`src/rtl/mdr_unit.sv`:
```
// mdr_unit: memory data register unit.
// Sequences one byte/halfword/word load or store onto a simple req/ack memory
// port, steering lanes little-endian, and captures load data (sign- or
// zero-extended) into the mdr register. Misaligned requests and requests that
// see no ack within TIMEOUT access cycles complete with err=1.
module mdr_unit #(
  parameter int          TIMEOUT = 16,
  parameter logic [31:0] MDR_RST = 32'h0000_0000
) (
  input  logic        clk,
  input  logic        rst,
  input  logic        start,
  input  logic        we,
  input  logic [1:0]  size,
  input  logic        uns,
  input  logic [1:0]  addr_lo,
  input  logic [31:0] wdata,
  input  logic [31:0] mem_rdata,
  input  logic        mem_ack,
  output logic        mem_req,
  output logic        mem_we,
  output logic [3:0]  mem_be,
  output logic [31:0] mem_wdata,
  output logic [31:0] mdr,
  output logic        done,
  output logic        err,
  output logic        busy
);

  // Last counter value at which an ACCESS cycle may still receive its ack.
  localparam logic [7:0] CNT_LAST = 8'(TIMEOUT - 1);

  typedef enum logic [1:0] {
    IDLE   = 2'd0,
    ACCESS = 2'd1,
    FIN    = 2'd2
  } state_t;

  state_t      state_reg;
  state_t      state_next;

  // Request fields captured when an access is accepted.
  logic        we_reg;
  logic [1:0]  size_reg;
  logic        uns_reg;
  logic [1:0]  addr_reg;
  logic [31:0] wdata_reg;

  logic [7:0]  cnt_reg;
  logic        err_reg;
  logic [31:0] mdr_reg;

  logic        accept;
  logic        misaligned;
  logic        timeout_hit;
  logic        ack_seen;

  logic [7:0]  byte_lane;
  logic [15:0] half_lane;
  logic [31:0] load_val;
  logic [3:0]  be_calc;
  logic [31:0] wd_byte_rep;
  logic [31:0] wd_half_rep;
  logic [31:0] wd_calc;

  assign accept      = (state_reg == IDLE) && start;
  assign timeout_hit = (cnt_reg == CNT_LAST);
  assign ack_seen    = (state_reg == ACCESS) && mem_ack;

  // Alignment check on the live inputs, used only at acceptance.
  always_comb begin
    misaligned = 1'b0;
    case (size)
      2'b00:   misaligned = 1'b0;
      2'b01:   misaligned = addr_lo[0];
      2'b10:   misaligned = (addr_lo != 2'b00);
      default: misaligned = 1'b1;
    endcase
  end

  // State register.
  always_ff @(posedge clk) begin
    if (rst) begin
      state_reg <= IDLE;
    end else begin
      state_reg <= state_next;
    end
  end

  // Next-state logic: ack wins over timeout in the last allowed cycle.
  always_comb begin
    state_next = state_reg;
    case (state_reg)
      IDLE: begin
        if (start) begin
          state_next = misaligned ? FIN : ACCESS;
        end
      end
      ACCESS: begin
        if (mem_ack || timeout_hit) begin
          state_next = FIN;
        end
      end
      FIN: begin
        state_next = IDLE;
      end
      default: begin
        state_next = IDLE;
      end
    endcase
  end

  // Capture the request so later input changes cannot disturb the access.
  always_ff @(posedge clk) begin
    if (rst) begin
      we_reg    <= 1'b0;
      size_reg  <= 2'b00;
      uns_reg   <= 1'b0;
      addr_reg  <= 2'b00;
      wdata_reg <= 32'h0000_0000;
    end else if (accept) begin
      we_reg    <= we;
      size_reg  <= size;
      uns_reg   <= uns;
      addr_reg  <= addr_lo;
      wdata_reg <= wdata;
    end
  end

  // Wait counter: cleared on acceptance, advanced on each ack-less ACCESS cycle.
  always_ff @(posedge clk) begin
    if (rst) begin
      cnt_reg <= 8'd0;
    end else if (accept) begin
      cnt_reg <= 8'd0;
    end else if ((state_reg == ACCESS) && !mem_ack && !timeout_hit) begin
      cnt_reg <= cnt_reg + 8'd1;
    end
  end

  // Error flag, decided on the edge that enters FIN.
  always_ff @(posedge clk) begin
    if (rst) begin
      err_reg <= 1'b0;
    end else if (accept) begin
      err_reg <= misaligned;
    end else if (state_reg == ACCESS) begin
      err_reg <= !mem_ack && timeout_hit;
    end
  end

  // Load-lane selection and extension from the registered request.
  always_comb begin
    byte_lane = mem_rdata[{addr_reg, 3'b000} +: 8];
    half_lane = mem_rdata[{addr_reg[1], 4'b0000} +: 16];
    load_val  = mem_rdata;
    case (size_reg)
      2'b00:   load_val = {{24{byte_lane[7] & ~uns_reg}}, byte_lane};
      2'b01:   load_val = {{16{half_lane[15] & ~uns_reg}}, half_lane};
      default: load_val = mem_rdata;
    endcase
  end

  // MDR: updated only by a load completing with ack.
  always_ff @(posedge clk) begin
    if (rst) begin
      mdr_reg <= MDR_RST;
    end else if (ack_seen && !we_reg) begin
      mdr_reg <= load_val;
    end
  end

  // Replicate store data across the lanes it may land in.
  for (genvar gi = 0; gi < 4; gi++) begin : g_wd_rep
    assign wd_byte_rep[8*gi +: 8] = wdata_reg[7:0];
    assign wd_half_rep[8*gi +: 8] = wdata_reg[8*(gi % 2) +: 8];
  end

  // Byte enables and write data for the registered request.
  always_comb begin
    be_calc = 4'b0000;
    wd_calc = 32'h0000_0000;
    case (size_reg)
      2'b00: begin
        be_calc = 4'b0001 << addr_reg;
        wd_calc = wd_byte_rep;
      end
      2'b01: begin
        be_calc = 4'b0011 << addr_reg;
        wd_calc = wd_half_rep;
      end
      2'b10: begin
        be_calc = 4'b1111;
        wd_calc = wdata_reg;
      end
      default: begin
        be_calc = 4'b0000;
        wd_calc = 32'h0000_0000;
      end
    endcase
  end

  // Outputs decoded from state; the memory bus is zero outside ACCESS.
  always_comb begin
    mem_req   = 1'b0;
    mem_we    = 1'b0;
    mem_be    = 4'b0000;
    mem_wdata = 32'h0000_0000;
    done      = 1'b0;
    err       = 1'b0;
    busy      = (state_reg != IDLE);
    mdr       = mdr_reg;
    if (state_reg == ACCESS) begin
      mem_req   = 1'b1;
      mem_we    = we_reg;
      mem_be    = be_calc;
      mem_wdata = wd_calc;
    end
    if (state_reg == FIN) begin
      done = 1'b1;
      err  = err_reg;
    end
  end

endmodule
```
`config.mk`:
```
export PLATFORM = sky130hd
export DESIGN_NAME = mdr_unit
export DESIGN_NICKNAME = d
export VERILOG_FILES = /design/src/rtl/mdr_unit.sv
export SDC_FILE = /design/constraint.sdc
export NUM_CORES = 1
export LEC_CHECK = 0
export ABC_AREA = 0
export BUFFER_PORTS_ARGS = -buffer_cell sky130_fd_sc_hd__buf_2
export CORE_ASPECT_RATIO = 0.9
export CORE_UTILIZATION = 50
export DETAILED_ROUTE_END_ITERATION = 10
export HOLD_SLACK_MARGIN = 0.12
export PLACE_DENSITY = 0.77
export SYNTH_ARGS = -nofsm -noshare
export SYNTH_HDL_FRONTEND = slang
export SYNTH_SLANG_ARGS = --single-unit
```
`constraint.sdc`:
```
create_clock -name clk -period 3.6 [get_ports clk]
set_input_delay 0.36 -clock clk [delete_from_list [all_inputs] [get_ports clk]]
set_output_delay 0.36 -clock clk [all_outputs]
set_load 0.005 [all_outputs]
```
==> summary.txt, run 1 <==
Status
  – Result of the run: finished, final reports clean

Setup path
  – Critical Path Slowest Stage Cell: sky130_fd_sc_hd__nor2_1
  – Data arrival time of the worst path: 2.24 ns
  – Required time of the critical path: approximately 3.2 ns
  – Cell depth of the worst flop-to-flop path: 4
  – Element type at the critical path end: primary output
  – Crit Reg-Reg Startpoint: size_reg[0]
  – Worst setup SP type: flop
  – Delay contributed by the slowest stage of the critical path: 0.76 ns
  – Highest fanout seen on the critical path: 17
  – Critical path, cell by cell: clkinv_1 -> nor2_1 -> nand2_1 -> a21oi_1 -> buf_2
  – FF-to-FF End: mdr[11]
  – Slack of the worst reg-to-reg path: 1.27 ns
  – Category of the most critical setup path: reg2out

Finish
  – Reg area: 0.00162 mm2
  – Fraction of layout cells with a size suffix above 1: 28.0%
  – Total area of multi-input combinational cells: 0.00237 mm2
  – Final antenna diode count: 0
  – Final core area utilization: between 60% and 70%
  – Layout-stage area growth over the synthesis result: 21.7%
  – Filler Cells Inserted: 738
  – Post-layout nets: 751

Global routing
  – First-pass GRT wire length: 19,200 um
  – Total routing resource utilization after global routing: 27.9%
  – Maximum number of pins on one net before global-route repair: 54
  – Number of antenna violations at the first check in global routing: 0
  – Overflow left after global routing: 0
  – Vias in the first global route: 4,005

Route
  – Final ANT Viol Nets: 0
  – Number of design rule violations left after detail routing: 0
  – DR vias/cell: 5.83
  – Average routed wire per standard cell: 16.0 um
  – First DRT Iteration DRCs: about 320
  – Number of iterations in the first detailed-routing pass: 5
  – Overall routed net length: about 12,000 um
  – Vias after detailed routing: 4,551

Synth
  – Largest cells by area after synthesis: sky130_fd_sc_hd__dfxtp_1, sky130_fd_sc_hd__nand2_1, sky130_fd_sc_hd__a21oi_1
  – Register bit total from synthesis: 81
  – Post-Synthesis Net Count: between 600 and 700
  – Share of synthesized registers carrying an async set or reset: 0%
  – Post-synthesis instance total: 558
  – Mapped Area: 0.00420 mm2
  – Number of different library cells in the post-synthesis netlist: 46
  – Cell taking the most area after synthesis: sky130_fd_sc_hd__dfxtp_1
  – Flip-flop cell with the highest count after synthesis: sky130_fd_sc_hd__dfxtp_1
  – Share of the yosys chip area belonging to registers: 38.6%
  – Avg Cell Area, Syn: 7.53 um2
  – Number of warning messages in the yosys log: 0
  – Proportion of netlist area held by the largest area contributor: 38.6%
  – Number of synthesized flops with an enable pin: 0

Clock network
  – H-tree level count: 3
  – Clock insertion delay at the later pin of the skew report: 0.36 ns
  – Register clock-pin slew on the reported worst setup and hold paths: approximately 0.08 ns
  – Post-CTS Hold Buffers: 0
  – Post-cts sizing count: 0
  – Postcts setup bufs: 0
  – CTS tree: built
  – CTS sink count: 81
  – Total CTS buffers: 9
  – CTS Root Buffer Type: sky130_fd_sc_hd__clkbuf_8
  – Maximum root-to-sink buffer count: 2

Power
  – P_int: about 1.4 mW
  – Proportion of power drawn by the clock network: 33.0%
  – Sw frac: 29.1%
  – Sequential group share of total power: 49.5%
  – Leakage: 2.15 nW
  – Largest voltage drop on the vdd net: 0.198 mV
  – Combinational power share: 17.5%
  – Power density relative to cell area: 394 mW/mm2
  – Switching pwr: 0.585 mW

Timing
  – Share of the clock period used by the worst path after layout: 72.3%
  – FMAX: 0.384 GHz
  – Final hold violation count: 0
  – Unrepaired setup endpoints after global routing: false
  – Slew Limit Fails: 0
  – Relative slew margins: between 30% and 40%
  – Final setup violation count: 0
  – Tightest Pin Transition: 0.919 ns
  – Final total negative setup slack: 0 ns
  – Worst hold-check slack: 0.229 ns
  – Minimum clock period after layout: 2.60 ns
  – Worst Skew: 0.00692 ns

Die
  – Die outline height: 89.0 um
  – Die area: 0.00877 mm2
  – Core region area: 0.00811 mm2
  – Placement row count: 31
  – Boundary pin count: 147
  – Die boundary width: ~99 um
  – Effective utilization at floorplan: 51.8%

Hold path
  – Depth of the worst hold-timing path: 3
  – End point of the most critical hold path: wdata_reg[19]
  – Hold path startpoint: wdata[19]
  – Worst hold path class: in2reg

Place
  – Dpl hpwl: around 8700 um
  – PortBufs: 146
  – RD Place Congestion: 0.833

Job
  – Max-capacitance violation count: 0
[area by class of cell]
cell class                      count  area share, %
Clock buffer                       10           2.69
Clock inverter                      6           1.13
Inverter                            6          0.440
Multi-Input combinational cell    426           46.4
Sequential cell                    81           31.8
Tap cell                           99           2.42
Timing Repair Buffer              152           15.2
[cell usage in the layout (no fill, tap or decap), drive strengths merged, types with 2 or more instances in the layout]
cell    netlist  layout
a211oi       19      19
a21oi        75      75
a22oi        17      17
a311oi       16      16
and2         10      10
and3          2       2
buf          15     152
clkbuf       30      10
clkinv        1       5
dfxtp        81      81
inv           5       5
mux2          6       6
mux2i         2       2
mux4          9       9
nand2       142     142
nand2b       16      16
nand3         5       5
nor2         67      67
nor3          3       3
nor3b         2       2
nor4          2       2
o211ai        2       2
o21a          3       3
o21ai         6       6
o22a          2       2
or2           3       3
xnor2         4       4
xor2          2       2
[worst max-delay path: cells and delay by family, from the launching register on]
family / cells / cell delay, ns
buf+inv: 2 / 0.49
flops: 1 / 0.34
compound gates: 1 / 0.16
simple gates: 2 / 0.90
[kinds of logic (layout without fill, tap and decap cells)]
| logic type | Yosys count | in the layout | synth area share [%] |
|---|---|---|---|
| simple gates | 258 | 258 | 26.1 |
| compound gates | 144 | 144 | 21.8 |
| flops | 81 | 81 | 38.6 |
| buf+inv | 51 | 174 | 5.03 |
| mux | 17 | 17 | 6.91 |
| xor+xnor | 6 | 6 | 1.25 |
| fa+ha+maj | 1 | 1 | 0.298 |
[cells in the mapped netlist (2+ instances only)]
cell type,count
sky130_fd_sc_hd__o211ai_1,2
sky130_fd_sc_hd__buf_2,10
sky130_fd_sc_hd__inv_1,3
sky130_fd_sc_hd__nor2_1,67
sky130_fd_sc_hd__a311oi_1,16
sky130_fd_sc_hd__mux4_2,9
sky130_fd_sc_hd__buf_1,4
sky130_fd_sc_hd__nand2_1,142
sky130_fd_sc_hd__a211oi_1,19
sky130_fd_sc_hd__a21oi_1,74
sky130_fd_sc_hd__nor4_1,2
sky130_fd_sc_hd__xor2_1,2
sky130_fd_sc_hd__nand3_1,5
sky130_fd_sc_hd__mux2_2,6
sky130_fd_sc_hd__and2_1,10
sky130_fd_sc_hd__nor3_1,2
sky130_fd_sc_hd__a22oi_1,17
sky130_fd_sc_hd__o21ai_0,5
sky130_fd_sc_hd__xnor2_1,4
sky130_fd_sc_hd__inv_2,2
sky130_fd_sc_hd__clkbuf_1,30
sky130_fd_sc_hd__dfxtp_1,81
sky130_fd_sc_hd__and3_1,2
sky130_fd_sc_hd__nor3b_1,2
sky130_fd_sc_hd__mux2i_1,2
sky130_fd_sc_hd__o22a_1,2
sky130_fd_sc_hd__nand2b_1,16
sky130_fd_sc_hd__or2_0,2
sky130_fd_sc_hd__o21a_1,3
[metal layers]
layer / global-route usage, % / share of wire [%]
met3: 7.04 / 9.3
met1: 35.6 / 43
met2: 47.8 / 47
met4: 7.33 / 1.3
met5: 0 / 0
[worst max path at each step]
stage | from | depth (start not counted) | endpoint
floorplan | size_reg[1] | 6 | mem_wdata[12]
global placement | state_reg[1] | 5 | mem_be[3]
detailed placement | size_reg[0] | 4 | mdr[11]
CTS | addr_reg[1] | 5 | mem_be[2]
global route | size_reg[1] | 5 | mem_wdata[12]
finish | size_reg[1] | 5 | mem_wdata[13]
[power groups by stage]
stage,combinational [mW],clock (mW),sequential [mW]
5_1_grt,0.388,0.716,1.00
3_5_place_dp,0.348,0,1.02
6_report,0.352,0.665,0.996
4_1_cts,0.349,0.679,0.994
2_1_floorplan,0.242,0,0.987
3_3_place_gp,0.340,0,1.01
[per-stage QoR]
stage	power [mW]	std cells	cell area (um2)	worst slack, ns
finish	2.01	780	5110	0.996
global route	2.11	780	5110	0.810
CTS	2.02	780	5110	1.02
detailed placement	1.36	764	4920	1.37
global placement	1.35	764	4920	1.41
floorplan	1.23	558	4200	1.90
(Power assumes the default switching activity.)
==> run 2: changes to the inputs <==
Settings changed: CORE_UTILIZATION 50 to 45, PLACE_DENSITY 0.77 to 0.73.
Clock period 3.6 ns to 2.26 ns, I/O delays scaled along.
==> run 2 against run 1 <==
  * Via count is 4.4% higher
  * Sequential power rose by 57%
  * Global-route usage is 0.51 points lower
==> summary.txt, run 2 (synthesized netlist as in run 1, its figures left out) <==
Timing
  – Share of the clock period used by the worst path after layout: 91.9%
  – Final hold violation count: 0 (unchanged)
  – Slew Limit Fails: 0 (unchanged)
  – Minimum clock period after layout: 2.08 ns
  – Unrepaired setup endpoints after global routing: false
  – Relative slew margins: 48.6% (+9.9 points)
  – Tightest Pin Transition: 0.771 ns (-0.148 ns)
  – Final total negative setup slack: 0 ns (unchanged)
  – FMAX: 0.481 GHz
  – Final setup violation count: 0 (unchanged)
  – Worst hold-check slack: 0.132 ns (-0.0968 ns)
  – Worst Skew: 0.0118 ns (+0.00485 ns)

Setup path
  – Element type at the critical path end: primary output
  – Required time of the critical path: 2.03 ns (-1.21 ns)
  – Highest fanout seen on the critical path: 16 (-1)
  – Data arrival time of the worst path: 1.85 ns (-0.39 ns)
  – Worst setup SP type: flop
  – Slack of the worst reg-to-reg path: 0.39 ns (-0.88 ns)
  – Crit Reg-Reg Startpoint: state_reg[0]
  – FF-to-FF End: mdr[19]
  – Cell depth of the worst flop-to-flop path: 5 (+1)
  – Category of the most critical setup path: reg2out

Global routing
  – First-pass GRT wire length: 21,200 um (+10%)
  – Number of antenna violations at the first check in global routing: 0 (unchanged)
  – Vias in the first global route: 4,390 (+9.6%)
  – Total routing resource utilization after global routing: 27.3% (-0.51 points)
  – Overflow left after global routing: 0 (unchanged)
  – Maximum number of pins on one net before global-route repair: 74 (+37%)

Job
  – Max-capacitance violation count: 0 (unchanged)

Clock network
  – Total CTS buffers: 9 (unchanged)
  – CTS Root Buffer Type: sky130_fd_sc_hd__clkbuf_8
  – Clock insertion delay at the later pin of the skew report: 0.36 ns (about the same)
  – CTS sink count: 81 (unchanged)
  – H-tree level count: 3 (unchanged)
  – Maximum root-to-sink buffer count: 2 (unchanged)
  – Register clock-pin slew on the reported worst setup and hold paths: 0.08 ns (about the same)
  – CTS tree: built

Power
  – Leakage: 2.35 nW (+9.6%)
  – Power density relative to cell area: 614 mW/mm2 (+56%)
  – Largest voltage drop on the vdd net: 0.530 mV (+170%)

Place
  – Dpl cell area: 0.00504 mm2 (+2.5%)
  – RD Place Congestion: 0.875 (+5.0%)
  – PortBufs: 146 (unchanged)
  – Dpl hpwl: 9180 um (+5.5%)
  – Dpl cells: 798 (+4.5%)

Route
  – Number of iterations in the first detailed-routing pass: 5 (unchanged)
  – First DRT Iteration DRCs: 225 (-29%)
  – DR WL met2: 6530 um (+13%)
  – Final ANT Viol Nets: 0 (unchanged)
  – DR vias/cell: 5.61 (-3.8%)
  – Overall routed net length: 13,300 um (+7.1%)
  – Number of design rule violations left after detail routing: 0 (unchanged)
  – Detailed route wirelength on metal3: 1100 um (-4.1%)
  – Average routed wire per standard cell: 15.8 um (-1.3%)
  – Routed length on met1: 5300 um (-0.54%)
  – Highest routing layer actually used: met4
  – Vias after detailed routing: 4,750 (+4.4%)

Finish
  – Post-layout nets: 794 (+5.7%)
  – Filler Cells Inserted: 823 (+12%)
  – Final antenna diode count: 0 (unchanged)
  – Layout-stage area growth over the synthesis result: 33.3%
  – Post-layout instance area: 0.00560 mm2 (+9.5%)
  – Final std cells w/o fill: 846 (+8.5%)
  – Final core area utilization: 61.6% (-1.5 points)
  – Fraction of layout cells with a size suffix above 1: 28.0% (about the same)
  – Most frequent cells in the layout: sky130_fd_sc_hd__buf_2, sky130_fd_sc_hd__nand2_1, sky130_fd_sc_hd__dfxtp_1
  – Most common library cell in the layout ignoring fill and taps: sky130_fd_sc_hd__buf_2

Hold path
  – Depth of the worst hold-timing path: 3 (unchanged)
  – End point of the most critical hold path: wdata_reg[18]
  – Worst hold path class: in2reg
  – Hold path startpoint: wdata[18]

Die
  – Die area: 0.00973 mm2 (+11%)
  – Die outline height: 93.7 um (+5.3%)
  – Boundary pin count: 147 (unchanged)
  – Die boundary width: 104 um (+5.3%)
  – Placement row count: 33 (+6.5%)
  – Core region area: 0.00908 mm2 (+12%)
  – Effective utilization at floorplan: 46.2% (-5.6 points)

Status
  – Result of the run: finished, final reports clean
## run 2: worst max path at each step
| stage | startpoint | to | slack [ns] | cells after the start |
|---|---|---|---|---|
| 5_1_grt | state_reg[0] | mem_be[3] | 0.04 | 6 |
| 6_report | size_reg[0] | mem_wdata[28] | 0.18 | 5 |
| 3_3_place_gp | size_reg[0] | mdr[19] | 0.46 | 4 |
| 4_1_cts | size_reg[1] | mem_wdata[10] | 0.08 | 5 |
| 2_1_floorplan | size_reg[0] | mdr[16] | 0.59 | 6 |
| 3_5_place_dp | size_reg[0] | mdr[31] | 0.43 | 4 |
## run 2: metal layers
layer | up-vias | GRT usage (%)
met3 | 35 | 5.55
met1 | 2222 | 32.6
met2 | 259 | 47.3
met5 | - | 0
met4 | 0 | 13.5
li1 | 2234 | -
## run 2: per-stage QoR
stage / power, mW / setup slack, ns
6_report: 3.44 / 0.183
5_1_grt: 3.58 / 0.0384
4_1_cts: 3.44 / 0.0762
3_5_place_dp: 2.20 / 0.431
3_3_place_gp: 2.18 / 0.464
2_1_floorplan: 1.96 / 0.591
## run 2: area by class of cell
class	count	area, um2	share of cell area, %
inverters	6	22.5	0.402
clock inverters	5	77.6	1.39
clock buffers	11	151	2.70
well taps	122	153	2.73
flip-flops and latches	81	1620	29.0
multi-input cells	426	2370	42.4
repair buffers	195	1190	21.3
## run 2: power by group
group	leakage [nW]	internal [mW]	switching, mW	total (mW)
sequential	0.661	1.50	0.0611	1.56
clock	0.115	0.679	0.535	1.21
combinational	1.57	0.296	0.363	0.659
## run 2: repair_timing
| action | 4_1_cts | 5_1_grt |
|---|---|---|
| endpoints found under the hold margin | 32 | 0 |
| resized for setup | 0 | 2 |
| hold buffers | 32 | 0 |
| buffers inserted | 0 | 0 |
| setup endpoints to repair | 0 | 13 |
## run 2: worst max-delay path: stages (launching register included)
cell and delay [ns]:
sky130_fd_sc_hd__dfxtp_2 0.50, sky130_fd_sc_hd__buf_4 0.30, sky130_fd_sc_hd__mux2_2 0.37, sky130_fd_sc_hd__nand2_1 0.11, sky130_fd_sc_hd__a21oi_1 0.08, sky130_fd_sc_hd__buf_2 0.13
==> run 3: changes to the inputs <==
Settings changed: CORE_MARGIN set to 2, CORE_UTILIZATION 45 to 39, PLACE_DENSITY 0.73 to 0.64.
==> run 3 against run 2 <==
  * Die area up 19%
  * Routed wire length increased by 1.2%
  * Combinational power shrank 7.6%
  * Power grew 5.4%
  * Worst setup slack improved by 0.066 ns
  * Clock power grew 19%
  * Register-to-register slack got worse by 0.02 ns
  * Clock skew down 0.0094 ns
  * Sequential share of layout area is 1.1 points higher
  * Critical path type unchanged
  * Critical endpoint is now mem_wdata[14]
  * Highest routed layer unchanged
==> summary.txt, run 3 (synthesized netlist as in run 1, its figures left out) <==
Route
  – Number of design rule violations left after detail routing: 0 (unchanged)
  – First DRT Iteration DRCs: 262 (+16%)
  – DR vias/cell: 5.51 (-1.8%)
  – Average routed wire per standard cell: 16.3 um (+3.5%)
  – Overall routed net length: 13,500 um (+1.2%)
  – Vias after detailed routing: 4,560 (-4.0%)
  – Final ANT Viol Nets: 0 (unchanged)
  – Number of iterations in the first detailed-routing pass: 5 (unchanged)

Timing
  – Tightest Pin Transition: 0.532 ns (-0.239 ns)
  – Worst hold-check slack: 0.126 ns (-0.00575 ns)
  – Final hold violation count: 0 (unchanged)
  – Slew Limit Fails: 0 (unchanged)
  – Share of the clock period used by the worst path after layout: 89.0% (-2.9 points)
  – Relative slew margins: 64.5% (+16 points)
  – Worst Skew: 0.00234 ns (-0.00943 ns)
  – Unrepaired setup endpoints after global routing: false
  – Minimum clock period after layout: 2.01 ns (-0.0661 ns)
  – Smallest setup slack after layout: 0.249 ns (+0.0661 ns)
  – Final setup violation count: 0 (unchanged)
  – Final total negative setup slack: 0 ns (unchanged)
  – FMAX: 0.497 GHz (+3.3%)

Hold path
  – Hold path startpoint: wdata[18]
  – End point of the most critical hold path: wdata_reg[18]
  – Worst hold path class: in2reg
  – Depth of the worst hold-timing path: 3 (unchanged)

Power
  – Power density relative to cell area: 669 mW/mm2 (+9.0%)
  – Total Power Consumption: 3.62 mW (+5.4%)
  – Sw frac: 27.2% (-0.68 points)
  – Leakage: 2.28 nW (-3.3%)
  – Combinational power share: 16.8% (-2.4 points)
  – Proportion of power drawn by the clock network: 39.8% (+4.5 points)
  – Sequential group share of total power: 43.4% (-2.1 points)
  – Largest voltage drop on the vdd net: 0.491 mV (-7.4%)
  – P_int: 2.63 mW (+6.4%)
  – Switching pwr: 0.986 mW (+2.8%)

Clock network
  – H-tree level count: 3 (unchanged)
  – Register clock-pin slew on the reported worst setup and hold paths: 0.06 ns (-0.02 ns)
  – CTS Root Buffer Type: sky130_fd_sc_hd__clkbuf_16
  – CTS tree: built
  – Total CTS buffers: 9 (unchanged)
  – Maximum root-to-sink buffer count: 2 (unchanged)
  – Clock insertion delay at the later pin of the skew report: 0.34 ns (-0.02 ns)
  – CTS sink count: 81 (unchanged)

Global routing
  – Number of antenna violations at the first check in global routing: 0 (unchanged)
  – Vias in the first global route: 4,151 (-5.4%)
  – First-pass GRT wire length: 21,200 um (about the same)
  – Maximum number of pins on one net before global-route repair: 40 (-46%)
  – Overflow left after global routing: 0 (unchanged)
  – Total routing resource utilization after global routing: 23.2% (-4.2 points)

Place
  – RD Place Congestion: 0.844 (-3.6%)
  – Dpl hpwl: 9560 um (+4.1%)
  – PortBufs: 146 (unchanged)
  – Dpl cell area: 0.00502 mm2 (-0.37%)
  – Dpl cells: 803 (+0.63%)
  – Post-placement worst setup slack: 0.412 ns (-0.0192 ns)

Die
  – Placement row count: 35 (+6.1%)
  – Core region area: 0.0104 mm2 (+14%)
  – Die area: 0.0116 mm2 (+19%)
  – Die boundary width: 113 um (+9.2%)
  – Die outline height: 102 um (+9.4%)
  – Boundary pin count: 147 (unchanged)
  – Effective utilization at floorplan: 40.5% (-5.8 points)

Setup path
  – Critical Path Slowest Stage Cell: sky130_fd_sc_hd__dfxtp_2
  – Critical path, cell by cell: buf_4 -> mux2_2 -> nand2_1 -> a21oi_1 -> buf_2
  – Slack of the worst reg-to-reg path: 0.37 ns (-0.02 ns)
  – Buffers and inverters on the worst path: 2 (unchanged)
  – Highest fanout seen on the critical path: 15 (-1)
  – Kind of cell adding the most delay to the critical path: flip-flops
  – Worst setup SP type: flop
  – Delay contributed by the slowest stage of the critical path: 0.52 ns (+0.02 ns)
  – Category of the most critical setup path: reg2out
  – Cell depth of the worst flop-to-flop path: 5 (unchanged)
  – Data arrival time of the worst path: 1.79 ns (-0.06 ns)
  – Element type at the critical path end: primary output
  – Crit Reg-Reg Startpoint: addr_reg[1]
  – FF-to-FF End: mdr[8]
  – Required time of the critical path: 2.03 ns (about the same)

Status
  – Result of the run: finished, final reports clean

Finish
  – Most frequent cells in the layout: sky130_fd_sc_hd__buf_2, sky130_fd_sc_hd__nand2_1, sky130_fd_sc_hd__dfxtp_1
  – Fraction of layout cells with a size suffix above 1: 28.4% (+0.33 points)
  – Final std cells w/o fill: 827 (-2.2%)
  – Final core area utilization: 52.1% (-9.5 points)
  – Post-layout nets: 770 (-3.0%)
  – Most common library cell in the layout ignoring fill and taps: sky130_fd_sc_hd__buf_2
  – Post-layout instance area: 0.00541 mm2 (-3.4%)
  – Layout-stage area growth over the synthesis result: 28.8%
  – Final antenna diode count: 0 (unchanged)

Job
  – Max-capacitance violation count: 0 (unchanged)
==> run 3: cell types whose count changed in the layout (fill, tap and decap cells not counted), sizes merged <==
cell,delta
buf,-2
clkinv,+1
clkbuf,-1
clkinvlp,-1
dlygate4sd3,-22
bufinv,-1
==> run 3: final cells by class <==
cell class	count	area (um2)
Multi-Input combinational cell	426	2370
Fill cell	1012	4970
Inverter	6	22.5
Clock buffer	10	239
Tap cell	129	161
Clock inverter	4	45.0
Sequential cell	81	1630
Timing Repair Buffer	171	943
==> run 3: power groups by stage <==
stage	clock, mW	sequential, mW	combinational, mW
global placement	0	1.60	0.584
finish	1.44	1.57	0.609
global route	1.53	1.58	0.676
floorplan	0	1.57	0.385
CTS	1.47	1.57	0.608
detailed placement	0	1.60	0.592
==> run 3: worst max-delay path by stage <==
stage | to | slack, ns | cells past startpoint | start
2_1_floorplan | mdr[16] | 0.59 | 6 | size_reg[0]
3_3_place_gp | mdr[20] | 0.46 | 4 | size_reg[0]
3_5_place_dp | mdr[20] | 0.41 | 4 | size_reg[0]
4_1_cts | mem_wdata[29] | 0.19 | 6 | size_reg[1]
5_1_grt | mem_be[2] | 0.07 | 6 | addr_reg[1]
6_report | mem_wdata[14] | 0.25 | 5 | size_reg[0]
==> run 3: worst register-to-register path: cells and delay by family (launching register included) <==
| family | cells | cell delay, ns |
|---|---|---|
| simple gates | 2 | 0.66 |
| compound gates | 2 | 0.41 |
| flops | 1 | 0.48 |
| buf+inv | 1 | 0.26 |
==> run 3: repair_timing <==
action	4_1_cts	5_1_grt
hold buffers	10	0
endpoints found under the setup margin	0	2
resized for setup	0	1
buffers inserted	0	0
hold endpoints to repair	10	0
==> run 3: per-layer routing <==
metal	GRT usage, %	part of all wire [%]	vias up
li1	-	-	2201
met1	30.5	44	2133
met4	5.16	0.83	0
met2	37.8	47	213
met3	7.24	8.6	13
met5	0	0	-
